## config.mk

```make
export PLATFORM = sky130hd
export DESIGN_NAME = ckpt_map_table
export DESIGN_NICKNAME = d
export VERILOG_FILES = /design/src/rtl/ckpt_map_table.sv
export SDC_FILE = /design/constraint.sdc
export NUM_CORES = 2
export LEC_CHECK = 0
export BUFFER_PORTS_ARGS = -buffer_cell sky130_fd_sc_hd__buf_2
export CAP_MARGIN = 20
export CORE_MARGIN = 2
export CORE_UTILIZATION = 50
export DETAILED_ROUTE_END_ITERATION = 7
export PLACE_DENSITY = 0.68
export RECOVER_POWER = 100
export SLEW_MARGIN = 20
export SYNTH_ARGS = -nofsm -noshare
export SYNTH_HDL_FRONTEND = slang
export SYNTH_SLANG_ARGS = --single-unit
```

## constraint.sdc

```tcl
create_clock -name CLK -period 3.9 [get_ports CLK]
set_input_delay 0.195 -clock CLK [delete_from_list [all_inputs] [get_ports CLK]]
set_output_delay 0.195 -clock CLK [all_outputs]
set_load 0.005 [all_outputs]
```

## src/rtl/ckpt_map_table.sv

```systemverilog
// Rename map table with circular branch-checkpoint buffer (save / in-order commit / restore / revert).
// Latency: read_phys and hit flags are combinational; map, save, commit, restore update on the next CLK edge.
// Backpressure: save_ready drops when all checkpoint slots are full; a save offered while full is dropped.
//
// Ports: read_arch/read_phys   - NUM_READ combinational lookups of the working map
//        rename_* / revert_*   - per-lane new mappings, plus a single ROB-walk undo applied after them
//        save_* / commit_* / restore_* - checkpoint allocate at tail, free at head, rollback by ROB index
//        ckpt_count/empty/full - occupancy of the checkpoint ring
module ckpt_map_table #(
    parameter int NUM_ARCH_REGS   = 32,
    parameter int PHYS_TAG_W      = 6,
    parameter int ROB_IDX_W       = 4,
    parameter int NUM_CKPT        = 4,
    parameter int NUM_READ        = 4,
    parameter int NUM_RENAME      = 2,
    parameter bit SAVE_FULL_CHECK = 1'b1,
    localparam int AW = $clog2(NUM_ARCH_REGS),
    localparam int CW = $clog2(NUM_CKPT),
    localparam int NW = CW + 1
) (
    input  logic                                  CLK,
    input  logic                                  nRST,
    input  logic [NUM_READ-1:0][AW-1:0]           read_arch,
    output logic [NUM_READ-1:0][PHYS_TAG_W-1:0]   read_phys,
    input  logic [NUM_RENAME-1:0]                 rename_valid,
    input  logic [NUM_RENAME-1:0][AW-1:0]         rename_arch,
    input  logic [NUM_RENAME-1:0][PHYS_TAG_W-1:0] rename_phys,
    input  logic                                  revert_valid,
    input  logic [AW-1:0]                         revert_arch,
    input  logic [PHYS_TAG_W-1:0]                 revert_phys,
    input  logic                                  save_valid,
    input  logic [ROB_IDX_W-1:0]                  save_rob_index,
    output logic                                  save_ready,
    output logic [CW-1:0]                         save_slot,
    input  logic                                  commit_valid,
    input  logic [ROB_IDX_W-1:0]                  commit_rob_index,
    output logic                                  commit_hit,
    input  logic                                  restore_valid,
    input  logic [ROB_IDX_W-1:0]                  restore_rob_index,
    output logic                                  restore_hit,
    output logic [NW-1:0]                         ckpt_count,
    output logic                                  ckpt_empty,
    output logic                                  ckpt_full
);

    typedef logic [NUM_ARCH_REGS-1:0][PHYS_TAG_W-1:0] map_t;

    map_t                               w_q, w_d, w_upd;
    logic [NUM_CKPT-1:0]                vld_q, vld_d;
    logic [NUM_CKPT-1:0][ROB_IDX_W-1:0] rob_q, rob_d;
    map_t                               map_q [NUM_CKPT];
    map_t                               map_d [NUM_CKPT];
    logic [CW-1:0]                      head_q, head_d, tail_q, tail_d;
    logic [NW-1:0]                      cnt_q, cnt_d;

    logic [NUM_CKPT-1:0] rs_match;
    logic [CW-1:0]       rs_slot;
    logic [CW-1:0]       rs_off;
    logic                save_fire;

    for (genvar k = 0; k < NUM_READ; k++) begin : g_read
        assign read_phys[k] = w_q[read_arch[k]];
    end

    assign ckpt_count = cnt_q;
    assign ckpt_empty = (cnt_q == '0);
    assign ckpt_full  = (cnt_q == NW'(NUM_CKPT));
    assign save_ready = !ckpt_full;
    assign save_slot  = tail_q;

    // Only the oldest checkpoint can retire.
    assign commit_hit = commit_valid && !ckpt_empty && vld_q[head_q]
                        && (rob_q[head_q] == commit_rob_index);

    always_comb begin
        rs_match = '0;
        rs_slot  = '0;
        for (int i = 0; i < NUM_CKPT; i++) begin
            rs_match[i] = vld_q[i] && (rob_q[i] == restore_rob_index);
            if (rs_match[i]) begin
                rs_slot = CW'(i);
            end
        end
    end

    assign restore_hit = restore_valid && (|rs_match);
    // Age of the restored slot relative to the oldest one.
    assign rs_off      = rs_slot - head_q;
    assign save_fire   = save_valid && save_ready && !restore_hit;

    // Lanes in order so the highest lane wins; the revert lands last and overrides them.
    always_comb begin
        w_upd = w_q;
        for (int l = 0; l < NUM_RENAME; l++) begin
            if (rename_valid[l]) begin
                w_upd[rename_arch[l]] = rename_phys[l];
            end
        end
        if (revert_valid) begin
            w_upd[revert_arch] = revert_phys;
        end
    end

    always_comb begin
        w_d    = w_q;
        vld_d  = vld_q;
        rob_d  = rob_q;
        map_d  = map_q;
        head_d = head_q;
        tail_d = tail_q;
        cnt_d  = cnt_q;
        if (restore_hit) begin
            w_d = map_q[rs_slot];
            // Kill the matched slot and everything younger (offset from head at or past it).
            for (int i = 0; i < NUM_CKPT; i++) begin
                if ((CW'(i) - head_q) >= rs_off) begin
                    vld_d[i] = 1'b0;
                end
            end
            tail_d = rs_slot;
            cnt_d  = {1'b0, rs_off};
            if (commit_hit) begin
                vld_d[head_q] = 1'b0;
                head_d        = head_q + CW'(1);
                if (rs_slot == head_q) begin
                    tail_d = head_q + CW'(1);
                    cnt_d  = '0;
                end else begin
                    cnt_d  = {1'b0, rs_off - CW'(1)};
                end
            end
        end else begin
            w_d = w_upd;
            if (commit_hit) begin
                vld_d[head_q] = 1'b0;
                head_d        = head_q + CW'(1);
            end
            // The branch closes its bundle, so the snapshot includes this cycle's renames.
            if (save_fire) begin
                vld_d[tail_q] = 1'b1;
                rob_d[tail_q] = save_rob_index;
                map_d[tail_q] = w_upd;
                tail_d        = tail_q + CW'(1);
            end
            cnt_d = cnt_q + NW'(save_fire) - NW'(commit_hit);
        end
    end

    always_ff @(posedge CLK) begin
        if (!nRST) begin
            for (int i = 0; i < NUM_ARCH_REGS; i++) begin
                w_q[i] <= PHYS_TAG_W'(i);
            end
            vld_q <= '0;
            rob_q <= '0;
            for (int c = 0; c < NUM_CKPT; c++) begin
                map_q[c] <= '0;
            end
            head_q <= '0;
            tail_q <= '0;
            cnt_q  <= '0;
        end else begin
            w_q    <= w_d;
            vld_q  <= vld_d;
            rob_q  <= rob_d;
            map_q  <= map_d;
            head_q <= head_d;
            tail_q <= tail_d;
            cnt_q  <= cnt_d;
        end
    end

    always_ff @(posedge CLK) begin
        if (nRST && restore_valid) begin
            assert ($onehot0(rs_match))
            else $error("ckpt_map_table: restore matched more than one checkpoint slot");
        end
        if (SAVE_FULL_CHECK && nRST && save_valid) begin
            assert (!ckpt_full)
            else $error("ckpt_map_table: save offered while checkpoint buffer is full");
        end
    end

endmodule

```

# Word level (Yosys, flattened, before mapping)
# Index checks and enable logic that the tools add are counted.
[op_classes] add_sub_neg=10 n_mul=0 div=0 magnitude_cmp=21 n_eq_ne=7 shifts=0 muxes=61 bitwise_logic=7 reduce_logical=23
[op_table] op="192-bit 2-to-1 mux" count=7
[op_table] op="768-bit bitwise mux" count=1
[op_table] op="192-bit bitwise mux" count=3
[op_table] op="192-bit binary-select mux with 2-bit select" count=1
[op_table] op="192-bit demux with 2-bit select" count=1
[op_table] op="6-bit binary-select mux with 5-bit select" count=4
[op_table] op="6-bit demux with 5-bit select" count=3
[op_table] op="5-bit by 6-bit less-than comparator with 1-bit output, second input constant" count=7
[op_table] op="6-bit 2-to-1 mux" count=7
[op_table] op="4-bit 2-to-1 mux" count=7
[op_table] op="4-bit == test" count=5
[op_table] op="16-bit bitwise mux" count=1
[op_table] op="1-bit logical AND" count=16
[op_table] op="2-bit 2-to-1 mux" count=8
[op_table] op="5-bit by 1-bit greater-or-equal comparator with 1-bit output, second input constant" count=3
[op_table] op="1-bit 2-to-1 mux" count=12
[op_table] op="4-bit AND" count=2
[op_table] op="4-bit binary-select mux with 2-bit select" count=1
[op_table] op="4-bit demux with 2-bit select" count=1
[op_table] op="2-bit greater-or-equal comparator" count=4
[op_table] op="3-bit greater-or-equal comparator, second input constant" count=2
[op_table] op="2-bit by 3-bit less-than comparator with 1-bit output, second input constant" count=2
[op_table] op="2-bit inverter with 3-bit output" count=2
[op_table] op="2-bit by 1-bit adder with 2-bit output, second input constant" count=2
[op_table] op="21 further kinds" count=27
[totals] ff_bits=987 latchBits=0 ram_bits=0 romBits=0 in_bits=73 output_inout_bits=34 word_cells=297 mem_count=0

# Longest topological paths before layout
[depth] depth_word=12 depth_mapped=16 mapped_depth_nobuf=16

# Worst setup path after synthesis
# Ideal clock, no wire load.
[synth_timing] kind="register -> register" startpoint="register head_q[0]" endpoint="register cnt_q[2], in the netlist ckpt_count[2]" arrival_time_ns=3.071 path_slack_ns=0.714 path_stages_with_launch=15 n_path_buf=2 path_cell_list="dfxtp_1 buf_2 mux4_2 xnor2_1 o2111ai_1 nor3_2 buf_2 ha_1 inv_1 ha_1 inv_1 fa_1 xor2_1 xnor2_1 nor2_1"
[synth_via] elab_chain_cells=6
[synth_rtl] item="start, declared" line_no="53" rtl="logic [CW-1:0] head_q, head_d, tail_q, tail_d;"
[synth_rtl] item="start signal, assigned" line_no="159" rtl="head_q <= '0;"
[synth_rtl] item="start signal, assigned" line_no="167" rtl="head_q <= head_d;"
[synth_rtl] item="4-bit binary-select mux with 2-bit select or 1-bit binary-select mux with 2-bit select (tied branches)" line_no="73, 72"
[synth_rtl] item="4-bit 2-to-1 mux (not written as such) or 1-bit 2-to-1 mux (tied branches)" line_no="73, 72"
[synth_rtl] item="4-bit == test or 1-bit logical AND (tied branches)" line_no="73, 72"
[synth_rtl] item="1-bit logical AND (*)" line_no="73" rtl="&& (rob_q[head_q] == commit_rob_index);"
[synth_rtl] item="named net commit_hit" line_no="37" rtl="output logic commit_hit,"
[synth_rtl] item="3-bit by 1-bit subtractor with 3-bit output (*)" line_no="145" rtl="cnt_d = cnt_q + NW'(save_fire) - NW'(commit_hit);"
[synth_rtl] item="3-bit 2-to-1 mux (*)" line_no="112" rtl="if (restore_hit) begin"
[synth_rtl] item="end signal, assigned" line_no="169" rtl="cnt_q <= cnt_d;"
[synth_rtl] item="end, declared" line_no="54" rtl="logic [NW-1:0] cnt_q, cnt_d;"
# Mark *: on every way through the listed nets, which the timed path passes. The rest lies on a longest branch. The select of a mux whose other input is x is not followed.
# A chain may end at the register's enable or synchronous reset.

# Worst setup path in the final report
[layout_timing] startpoint="register rob_q[4] in the netlist's numbering" endpoint="register map_q[200] in the netlist's numbering"
[layout_via] elab_chain_cells=7
[layout_rtl] item="start, declared" line_no="50" rtl="logic [NUM_CKPT-1:0][ROB_IDX_W-1:0] rob_q, rob_d;"
[layout_rtl] item="start signal, assigned" line_no="165" rtl="rob_q <= rob_d;"
[layout_rtl] item="4-bit == test (*)" line_no="79" rtl="rs_match[i] = vld_q[i] && (rob_q[i] == restore_rob_index);"
[layout_rtl] item="1-bit logical AND (*)" line_no="79"
[layout_rtl] item="4-bit OR reduction (*)" line_no="86" rtl="assign restore_hit = restore_valid && (|rs_match);"
[layout_rtl] item="1-bit logical AND (*)" line_no="86"
[layout_rtl] item="1-bit logical NOT" line_no="89" rtl="assign save_fire = save_valid && save_ready && !restore_hit;"
[layout_rtl] item="1-bit logical AND" line_no="89"
[layout_rtl] item="2-bit AND reduction (no source line) (*)"
[layout_rtl] item="end signal, assigned" line_no="166" rtl="map_q <= map_d;"
[layout_rtl] item="end, declared" line_no="51" rtl="map_t map_q [NUM_CKPT];"
# Mark *: on every way between the ends. The rest lies on a longest branch, timed or not.

==> metrics.md <==
| Metric | Value |
|---|---|
| Starting Density | `50.4%` |
| Final Slew Violations | `72` |
| Ys async rst share | `0%` |
| Vias per cell | `approximately 6.5` |
| Critical-path maximum fanout | `38` |
| Unrepaired setup endpoints after global routing | `no` |
| Max-Cap Viols | `1` |
| Register area share after synthesis | `a little over a third` |
| Gate Count Post-Synth | `between 5000 and 6000` |
| Layout overhead on the synthesized area | `8.99%` |
| Largest cells by area after synthesis | `dfxtp_1, mux2i_1, nand2_1, mux4_2, o21ai_0` |
| Clk Latency, worst-skew pair | `0.72 ns` |
| Gr usage total | `between 30 and 40%` |
| Failing checks | `max-capacitance violations, max-slew violations` |
| Syn nets | `approximately 5900` |
| Post-synth top area share | `a little over a third` |
| Power Dens Cells | `about 460 nW/µm²` |
| Slew @ Worst Pin | `about 1.6 ns` |
| Post-synth top cells | `nand2_1, mux2i_1, dfxtp_1, o21ai_0, clkbuf_1` |
| Core area | `around 110000 µm²` |
| Ports | `107` |
| Num rows | `around 120` |
| Critical path endpoint category | `flip-flop` |
| Fin Clk Skew | `between 0.03 and 0.04 ns` |
| Post-synth top flop | `dfxtp_1` |
| Final Cycle Share | `between 90% and 100%` |
| Root Buffer | `clkbuf_16` |
| TNS Setup | `0 ns` |
| Highest clock rate | `between 200 and 300 MHz` |
| Wire per inst | `26.3 µm` |
| CP Class | `flip-flop to flip-flop` |
| Drt pass-1 iters | `7` |
| Clock sink total | `just under 1000` |
| Crit path launch type | `flip-flop` |
| Reg clk slew, reported paths | `roughly 0.060 ns` |
| CTS tree | `yes` |
| Final WL | `roughly 190000 µm` |
| Vias in the first global route | `between 40000 and 50000` |
| Clock tree buffer depth | `3` |
| Critical Path RT | `between 4 and 5 ns` |
| Max-slew headroom | `-7.58%` |
| Post-synth design cell area | `between 50000 and 60000 µm²` |
| Synth Register Bits | `around 990` |
| Cell taking the most area after synthesis | `dfxtp_1` |
| Remaining global-route overflow | `0` |
| Fin. Hold Viols | `0` |
| Syn avg cell area | `between 9 and 10 µm²` |
| RePlAce Congestion | `approximately 1.0` |
| Initial antenna violation count | `29` |
| Data arrival time of the critical path | `4.21 ns` |
| Worst min-delay path class | `input port to flip-flop` |
| CTS buffer count | `approximately 110` |
| Count leader, synth | `nand2_1` |
| Die Ht | `~330 µm` |
| DR vias | `around 47000` |
| DP HPWL | `~120000 µm` |
| Post-DRT Antenna Nets | `0` |
| First-pass GRT wire length | `281000 µm` |
| Final net count | `approximately 5800` |
| Lkg Pwr | `26.5 nW` |
| Htree depth | `3` |
| Number of synthesized flops with an enable pin | `0` |
| Die ar. | `about 110000 µm²` |
| Layout cell share with drive strength beyond 1 | `between 15 and 20%` |
| Max VDD drop | `slightly above 0.4 mV` |
| Status | `complete, but fails checks` |
| Fin crit period | `between 3 and 4 ns` |
| PortBufs | `approximately 110` |
| Final setup vio count | `0` |
| Chip width | `roughly 330 µm` |
| Synth warn | `0` |
| Pin count of the biggest net entering global routing | `about 180` |
| DR iter-0 viols | `between 6000 and 7000` |
| Synth cell types | `64` |
| DR DRC count | `0` |
| Fin util | `~55%` |
==> power by group <==
group          leakage (nW)  total (mW)  internal [mW]  switching [mW]
Sequential             8.00        11.5           10.9           0.606
Clock                  1.84        10.8           6.45            4.38
Combinational          16.7        5.14           2.13            3.01
==> layout by cell type (no fill, tap or decap), drive strengths merged, types with 17 or more instances in the layout <==
cell type and count:
clkbuf 174, o221a 113, o21a 64, nand2 1628, nor2 72, o211ai 85, o21ai 400, inv 17
buf 224, clkinv 21, nand2b 88, a221o 80, a22oi 66, mux4 242, dfxtp 987, mux2i 1045
mux2 145, a31oi 115, nand3 33
==> registers in the layout, summed over array words and instances, names as in the netlist <==
name	count
rob_q	16
vld_q	4
ckpt_count	3
head_q	2
save_slot	2
map_q	768
w_q	192
==> worst max-delay path: stages, from the launching register on <==
cell,delay (ns)
dfxtp_1,0.33
xor2_1,0.16
nor3_1,0.44
nand3_4,0.24
nand4_1,0.21
nand2_1,0.21
clkinv_8,0.25
nor2_8,0.11
nand2_4,0.70
buf_6,0.51
mux2i_1,0.26
==> through the flow <==
step	instance area (µm²)	hold WS, ns	instances	setup slack [ns]	total power, mW
6_report	59700	0.0398	7192	0.312	27.5
5_1_grt	59600	0.0463	7178	0.137	28.3
3_3_place_gp	56000	0.441	6976	0.512	16.7
3_5_place_dp	56000	0.448	6976	0.549	16.8
4_1_cts	59800	0.0151	7176	0.457	27.5
2_1_floorplan	54700	0.399	5847	0.714	15.4
==> what timing repair did <==
action | in CTS | in global routing
endpoints found under the hold margin | 58 | 0
resized for setup | 0 | 0
hold buffers | 5 | 0
buffers inserted | 0 | 0
==> per-layer routing <==
layer | routed length [µm] | global-route usage, % | vias to the layer above
li1 | - | - | 20589
met1 | 74700 | 43.8 | 22668
met2 | 77800 | 46.7 | 3029
met3 | 27300 | 13.2 | 654
met4 | 9230 | 13.9 | 36
met5 | 361 | 0.912 | -
==> cell families after synthesis <==
group | after synthesis | synth area share, %
adder cells (fa/ha/maj) | 14 | 0.334
multiplexers | 1432 | 32.0
flip-flops | 987 | 36.1
AO/OA/AOI/OAI | 959 | 12.2
buffers and inverters | 544 | 4.94
XOR/XNOR | 31 | 0.496
AND/OR/NAND/NOR | 1880 | 13.9
==> path summary, 6_finish.rpt <==
check                 from             to  slack [ns]  cells past startpoint
max               rob_q[4]     map_q[200]        0.31                     10
min          restore_valid  ckpt_count[1]        0.04                      3
max reg2reg       rob_q[4]     map_q[200]        0.31                     10
min reg2reg     map_q[339]     map_q[339]        0.45                      2
==> cell type report <==
class	instances	area (µm²)
Antenna cell	16	40.0
Clock buffer	153	3140
Clock inverter	42	593
Fill cell	9577	49000
Inverter	14	65.1
Multi-Input combinational cell	4316	32300
Sequential cell	987	19800
Tap cell	1414	1770
Timing Repair Buffer	250	1970
Note: power is estimated with default switching activity, not from simulation.
